$ cat src/rtl/apb_req_arbiter.sv
// Two-requester round-robin front end for an APB bridge: latches the winner's
// request, drives the bridge command inputs, and times out stalled transfers.
module apb_req_arbiter #(
  parameter int TIMEOUT = 16
) (
  input  logic       PCLK,
  input  logic       PRESETn,
  input  logic       req0,
  input  logic       req1,
  input  logic       rw0,
  input  logic       rw1,
  input  logic [8:0] addr0,
  input  logic [8:0] addr1,
  input  logic [7:0] wdata0,
  input  logic [7:0] wdata1,
  output logic       gnt0,
  output logic       gnt1,
  output logic       done0,
  output logic       done1,
  output logic       err,
  output logic [7:0] rdata,
  output logic       transfer,
  output logic       READ_WRITE,
  output logic [8:0] write_paddr,
  output logic [8:0] read_paddr,
  output logic [7:0] write_data,
  input  logic       PENABLE,
  input  logic       PREADY,
  input  logic       PSLVERR,
  input  logic [7:0] bridge_rdata,
  output logic [1:0] fsm_state
);

  // Handshake: a requester raises req with its fields stable; once gnt rises
  // the fields are captured and req is ignored until the single-cycle done.
  typedef enum logic [1:0] {
    ARB  = 2'd0,
    XFER = 2'd1,
    RESP = 2'd2
  } state_t;

  state_t     state, state_nxt;
  logic       owner;
  logic       last;
  logic       lat_rw;
  logic [8:0] lat_addr;
  logic [7:0] lat_wdata;
  logic [7:0] cnt;
  logic [7:0] rdata_q;
  logic       err_q;
  logic       winner;
  logic       complete;
  logic       expired;

  assign complete = PENABLE & PREADY;
  assign expired  = (cnt == 8'(TIMEOUT - 1));
  // Tie goes to whoever was not served last; a lone request always wins.
  assign winner   = (req0 & req1) ? ~last : ~req0;

  always_comb begin
    state_nxt = state;
    case (state)
      ARB:     if (req0 | req1) state_nxt = XFER;
      XFER:    if (complete | expired) state_nxt = RESP;
      RESP:    state_nxt = ARB;
      default: state_nxt = ARB;
    endcase
  end

  always_ff @(posedge PCLK or negedge PRESETn) begin
    if (!PRESETn) begin
      state     <= ARB;
      owner     <= 1'b0;
      last      <= 1'b1;
      lat_rw    <= 1'b0;
      lat_addr  <= 9'd0;
      lat_wdata <= 8'd0;
      cnt       <= 8'd0;
      rdata_q   <= 8'd0;
      err_q     <= 1'b0;
    end else begin
      state <= state_nxt;
      case (state)
        ARB: begin
          if (req0 | req1) begin
            owner     <= winner;
            lat_rw    <= winner ? rw1 : rw0;
            lat_addr  <= winner ? addr1 : addr0;
            lat_wdata <= winner ? wdata1 : wdata0;
            cnt       <= 8'd0;
          end
        end
        XFER: begin
          // Completion outranks the timeout when both land on the same edge.
          if (complete) begin
            err_q <= PSLVERR;
            if (lat_rw) rdata_q <= bridge_rdata;
          end else if (expired) begin
            err_q <= 1'b1;
          end else begin
            cnt <= cnt + 8'd1;
          end
        end
        RESP:    last <= owner;
        default: ;
      endcase
    end
  end

  assign gnt0        = (state != ARB) & ~owner;
  assign gnt1        = (state != ARB) & owner;
  assign done0       = (state == RESP) & ~owner;
  assign done1       = (state == RESP) & owner;
  assign err         = err_q;
  assign rdata       = rdata_q;
  assign transfer    = (state == XFER);
  assign READ_WRITE  = lat_rw;
  assign write_paddr = lat_addr;
  assign read_paddr  = lat_addr;
  assign write_data  = lat_wdata;
  assign fsm_state   = state;

endmodule
$ cat config.mk
export PLATFORM = sky130hd
export DESIGN_NAME = apb_req_arbiter
export DESIGN_NICKNAME = d
export VERILOG_FILES = /design/src/rtl/apb_req_arbiter.sv
export SDC_FILE = /design/constraint.sdc
export NUM_CORES = 1
export LEC_CHECK = 0
export BUFFER_PORTS_ARGS = -buffer_cell sky130_fd_sc_hd__buf_2
export CAP_MARGIN = 10
export CORE_MARGIN = 3
export CORE_UTILIZATION = 35
export DETAILED_ROUTE_END_ITERATION = 10
export GPL_TIMING_DRIVEN = 0
export SYNTH_ARGS = -nofsm -noshare
export SYNTH_HDL_FRONTEND = slang
export SYNTH_SLANG_ARGS = --single-unit
$ cat constraint.sdc
create_clock -name PCLK -period 1.95 [get_ports PCLK]
set_input_delay 0.39 -clock PCLK [delete_from_list [all_inputs] [get_ports PCLK]]
set_output_delay 0.39 -clock PCLK [all_outputs]
set_load 0.01 [all_outputs]
==> results of run 1 <==
flip-flops by register name (all words and copies together) (netlist names):
signal      cells
read_paddr      9
cnt             8
rdata           8
write_data      8
fsm_state       2
READ_WRITE      1
err             1
last            1
owner           1
through the flow:
| stage | util, % | hold WS (ns) | power (mW) |
|---|---|---|---|
| after global placement | 47.45 | 0.4585 | 3.098 |
| after global routing | 49.21 | 0.2683 | 3.975 |
| after detailed placement | 47.45 | 0.4660 | 3.131 |
| final | 49.21 | 0.2147 | 3.651 |
| after floorplan | - | 0.09441 | 2.445 |
| after CTS | 49.21 | 0.2467 | 3.710 |
final cells by class:
type / instances / area, um^2 / area share [%]
flip-flops and latches: 39 / 977.2 / 38.15
multi-input cells: 116 / 800.8 / 31.27
repair buffers: 93 / 465.4 / 18.17
plain buffers: 19 / 123.9 / 4.836
well taps: 70 / 87.58 / 3.420
clock buffers: 7 / 86.33 / 3.371
inverters: 4 / 15.01 / 0.5862
clock inverters: 1 / 5.005 / 0.1954
layer usage:
layer	track usage [%]	wire length (um)	part of all wire [%]
met1	20.28	2103	46
met2	22.85	2005	44
met3	4.402	365	8.1
met4	4.054	50	1.1
met5	0	0	0
cells by family (layout without fill, tap and decap cells):
kind of cell    count (synthesis)  after routing  share of synthesized area [%]
fa+ha+maj                       1              1                         0.6526
simple gates                   45             45                          12.34
compound gates                 44             44                          14.69
buf+inv                        23            124                          7.245
mux                            26             26                          14.10
flops                          39             39                          50.98
cell usage in the layout, fill, tap and decap left out, types with 2 or more instances in the layout:
master    count
mux2i_1      18
nor2_1        5
dfrtp_1      38
clkbuf_8      6
nand2_1      24
nand2b_1      2
o21ai_0      24
a41oi_1       2
nand3_1       5
o21a_1        3
a21oi_1       7
clkbuf_1      4
buf_4        11
inv_1         2
inv_2         2
a31oi_1       2
mux2_2        8
buf_2        96
path summary, 6_finish.rpt:
check	start	endpoint	slack, ns	depth (start not counted)
max	cnt[0]	cnt[6]	0.16	5
max in group asynchronous	PRESETn	read_paddr[3]	1.18	1
min reg2reg	write_data[1]	write_data[1]	0.48	2
max reg2reg	cnt[0]	cnt[6]	0.16	5
min	PRESETn	fsm_state[1]	0.21	1
min in group PCLK	bridge_rdata[7]	rdata[7]	0.33	2
power groups by stage:
stage / Combinational, mW / Clock, mW / Sequential (mW)
global route: 1.90 / 0.626 / 1.45
global placement: 1.71 / 0 / 1.39
finish: 1.70 / 0.567 / 1.38
floorplan: 0.929 / 0 / 1.52
detailed placement: 1.73 / 0 / 1.40
CTS: 1.74 / 0.584 / 1.39
synth_stat cells (all sizes together) (3+ instances only):
| cell type | number | share of area [%] |
|---|---|---|
| mux2i | 18 | 9.4 |
| o21ai | 24 | 6.3 |
| nor2 | 6 | 1.6 |
| clkbuf | 3 | 0.59 |
| and3 | 3 | 1.3 |
| o21a | 3 | 1.2 |
| buf | 16 | 5.9 |
| nand3 | 5 | 1.3 |
| nand2 | 24 | 4.7 |
| inv | 4 | 0.78 |
| dfrtp | 38 | 50 |
| mux2 | 8 | 4.7 |
| a21oi | 7 | 1.8 |
==> results.ini, run 1 <==
[setup_path]
crit_path_start_kind=flip-flop
cp_slowest_cell=dfrtp_1
cp_max_fo=7
required_ns=2.13
critPathKind=reg2reg
endpoint_kind=flip-flop
cpPeakStageDelay_ns=0.41
path_cells=ha_1 > and3_4 > a221oi_4 > o21ai_0 > a22o_2
path_delay_family=compound AO/OA/AOI/OAI gates
cp.arrival_ns=1.97
crit_buf_inv=0

[global_route]
first_global_vias=1609
overflow=0
grt_pass1_wl_um=7445
antenna_found_initial=0
grt_max_degree=40
grtUsageTotal_pct=14.85

[sta]
relSlewSlack_pct=41.23
rsz0062_at_grt=false
setup_slack_ns=0.1574
min_period_ns=1.793
worst_pin_slew_ns=0.8815
finalSetupViolations=0
timing.final.crit_share_pct=91.93
slew_viol_final=0
clock_skew_ns=0.005134
hold_viol=0
tns_ns=0
fmax_mhz=557.8

[pwr]
p_sw_share_pct=38.76
p_seq_share_pct=37.9
internal_power_mw=2.236
p_per_area_mw_per_mm2=1425
p_sw_mw=1.415
p_leak_nw=1.377
ir_drop_mv=0.6709
comb_power_share_pct=46.6
p_clk_share_pct=15.5

[routing]
first_pass_iters=3
detailroute.via_count=1654
wirelength_um=4525
ant_nets=0
drc=0
wl_per_cell_um=12.97
post_drt_via_cell_ratio=4.739
drtIter0Drc=75

[clocking]
clk_latency_ns=0.29
cts.clk_slew.worst_paths_ns=0.07
clk_root_buffer_cell=clkbuf_8
clockBufferDepth=2
ctsHoldBuffers=0
postCtsSetupBuffers=0
cts_htree_levels=2
clock_sinks=39
cts_tree=built
cts.repair.resized=0
numCtsBuffers=5

[floorplanning]
design.core.area_mm2=0.005205
die-area_mm2=0.006401
initial_core_util_pct=36.83
die_w_um=80.01
rows=26
io_pins=94
die_h_um=80.01

[cells_and_area]
fillers=528
synthToLayoutAreaGrowth_pct=33.62
nets=330
drive_above_1_share_pct=48.03
stdcell_count=349
antennaDiodeCount=0
fin_area_mm2=0.002561

[yosys]
synth.net_count=230
synth-edff-count=0
synthesis.area_mm2=0.001917
ys_ff_latch=39
syn_area_per_cell_um2=10.77
ys_async_sr_fraction_pct=100.0
synth_top_flop_cell=dfrtp_1
synth_cell_type_count=36
syn_inst=178
yosys_warnings=0
yosysSeqAreaShare_pct=50.98

[job]
cap_violations=0

[place]
gp_congestion=0.7546
preCtsSetupSlack_ns=0.2121
place_inst=341
port_buffers=93
dp_hpwl_um=3419
dpl_cell_area_mm2=0.002470

[hold_path]
min_path_type=in2async

[status]
status=finished, final reports clean

Power figures use the tool's default switching activity.
==> run 2, diff against run 1 <==
Settings changed: CTS_BUF_LIST from default to sky130_fd_sc_hd__clkbuf_4 sky130_fd_sc_hd__clkbuf_8 sky130_fd_sc_hd__clkbuf_16.
Clock period 1.95 ns to 2.19 ns, I/O delays scaled along.
==> results.ini, run 2 (synthesized netlist as in run 1, its figures left out) <==
[status]
status=finished, final reports clean

[routing]
drc=0  ; unchanged
first_pass_iters=3  ; unchanged
post_drt_via_cell_ratio=4.739  ; unchanged
ant_nets=0  ; unchanged
wirelength_um=4525  ; unchanged
detailroute.via_count=1654  ; unchanged
wl_per_cell_um=12.97  ; unchanged
drtIter0Drc=75  ; unchanged

[floorplanning]
design.core.area_mm2=0.005205  ; unchanged
die_w_um=80.01  ; unchanged
die-area_mm2=0.006401  ; unchanged
die_h_um=80.01  ; unchanged
io_pins=94  ; unchanged
rows=26  ; unchanged
initial_core_util_pct=36.83  ; unchanged

[pwr]
p_sw_share_pct=38.61  ; -0.15 points
p_clk_share_pct=15.8  ; +0.3 points
p_sw_mw=1.260  ; -11%
p_seq_share_pct=37.7  ; -0.2 points
p_leak_nw=1.381  ; +0.25%
internal_power_mw=2.003  ; -10%
p_per_area_mw_per_mm2=1272  ; -11%
total_power_mw=3.263  ; -11%
ir_drop_mv=0.6110  ; -8.9%
comb_power_share_pct=46.4  ; -0.2 points

[cells_and_area]
mostFrequentLayoutCells=96 x buf_2, 38 x dfrtp_1, 24 x nand2_1, 24 x o21ai_0, 18 x mux2i_1
antennaDiodeCount=0  ; unchanged
fillers=526  ; -0.38%
nets=330  ; unchanged
multiInputGateArea_um2=800.8  ; unchanged
final_common_cell=buf_2
fin_area_mm2=0.002565  ; +0.15%
synthToLayoutAreaGrowth_pct=33.81
final_util_pct=49.28  ; +0.072 points
regArea_um2=977.2  ; unchanged
largest_reg_flops=9  ; unchanged
drive_above_1_share_pct=48.39  ; +0.36 points

[sta]
clock_skew_ns=0.005134  ; +0.00000003000 ns
whs_ns=0.2627  ; +0.04809 ns
timing.final.crit_share_pct=82.96
fmax_mhz=550.4
relSlewSlack_pct=41.21  ; about the same
min_period_ns=1.817
finalSetupViolations=0  ; unchanged
hold_viol=0  ; unchanged
worst_pin_slew_ns=0.8818  ; +0.0002284 ns
slew_viol_final=0  ; unchanged
tns_ns=0  ; unchanged
rsz0062_at_grt=false

[global_route]
grt_max_degree=40  ; unchanged
first_global_vias=1609  ; unchanged
overflow=0  ; unchanged
use_met1_pct=20.28  ; unchanged
grtUsageTotal_pct=14.85  ; unchanged
met2_usage_pct=22.85  ; unchanged
grt_pass1_wl_um=7445  ; unchanged
met3_usage_pct=4.402  ; unchanged
antenna_found_initial=0  ; unchanged
grt.busiest_layer=met2

[clocking]
clk_latency_ns=0.29  ; about the same
cts.repair.resized=0  ; unchanged
postCtsSetupBuffers=0  ; unchanged
clockBufferDepth=2  ; unchanged
ctsHoldBuffers=0  ; unchanged
clk_root_buffer_cell=clkbuf_8
numCtsBuffers=5  ; unchanged
cts_htree_levels=2  ; unchanged
cts.clk_slew.worst_paths_ns=0.07  ; about the same
cts_tree=built
clock_sinks=39  ; unchanged

[setup_path]
crit_top_cell=buf_2
required_ns=1.75  ; -0.38 ns
crit_path_start_kind=flip-flop
r2r_slack_ns=0.40  ; +0.24 ns
cp_max_fo=9  ; +2
cp.arrival_ns=1.38  ; -0.59 ns
crit_start=fsm_state[1]
critPathKind=reg2out
path_delay_family=buffers and inverters
critPathCapture=transfer
reg2reg_from=cnt[0]
reg2regPathDepth=5  ; unchanged
rr_endpoint=cnt[6]
path_depth=4  ; -1
cp_slowest_cell=dfrtp_1
path_cells=nand2b_1 > buf_2 > inv_2 > buf_2
crit_buf_inv=3  ; +3
endpoint_kind=primary output
cpPeakStageDelay_ns=0.45  ; +0.04 ns

[hold_path]
min_path_type=in2async

[place]
gp_congestion=0.7546  ; unchanged
dp_hpwl_um=3419  ; unchanged
port_buffers=93  ; unchanged
dpl_cell_area_mm2=0.002470  ; unchanged

[job]
cap_violations=0  ; unchanged

[run 2: stage by stage]
stage               std cells  setup WS (ns)
floorplan                 178         0.5680
global placement          341         0.4254
detailed placement        341         0.4422
CTS                       349         0.3784
global route              349         0.2848
finish                    349         0.3731
[run 2: cell type report]
class,count,area share [%]
Sequential cell,39,38.10
Multi-Input combinational cell,116,31.22
Timing Repair Buffer,93,18.15
Buffer,19,4.829
Clock buffer,7,3.512
Tap cell,70,3.415
Inverter,4,0.5854
Clock inverter,1,0.1951
[run 2: how the worst min path moves through the flow]
stage | from | end | slack, ns | cells past startpoint
floorplan | PRESETn | READ_WRITE | 0.14 | 0
global placement | write_data[7] | write_data[7] | 0.46 | 2
detailed placement | write_data[1] | write_data[1] | 0.47 | 2
CTS | PRESETn | rdata[2] | 0.29 | 1
global route | PRESETn | cnt[4] | 0.32 | 1
finish | PRESETn | fsm_state[1] | 0.26 | 1
[run 2: layer usage]
layer | vias to the layer above | share of wire (%)
met1 | 762 | 46
li1 | 819 | -
met3 | 8 | 8.1
met2 | 65 | 44
met5 | - | 0
met4 | 0 | 1.1
[run 2: power groups by stage]
stage	clock, mW	combinational (mW)	sequential [mW]
after floorplan	0	0.827	1.35
after global placement	0	1.52	1.23
after detailed placement	0	1.54	1.25
after CTS	0.534	1.55	1.24
after global routing	0.570	1.69	1.29
final	0.517	1.51	1.23
[run 2: worst register-to-register path: cells and delay by family (launching register included)]
| family | cells | cell delay [ns] |
|---|---|---|
| flops | 1 | 0.41 |
| fa+ha+maj | 1 | 0.26 |
| simple gates | 1 | 0.21 |
| compound gates | 3 | 0.80 |
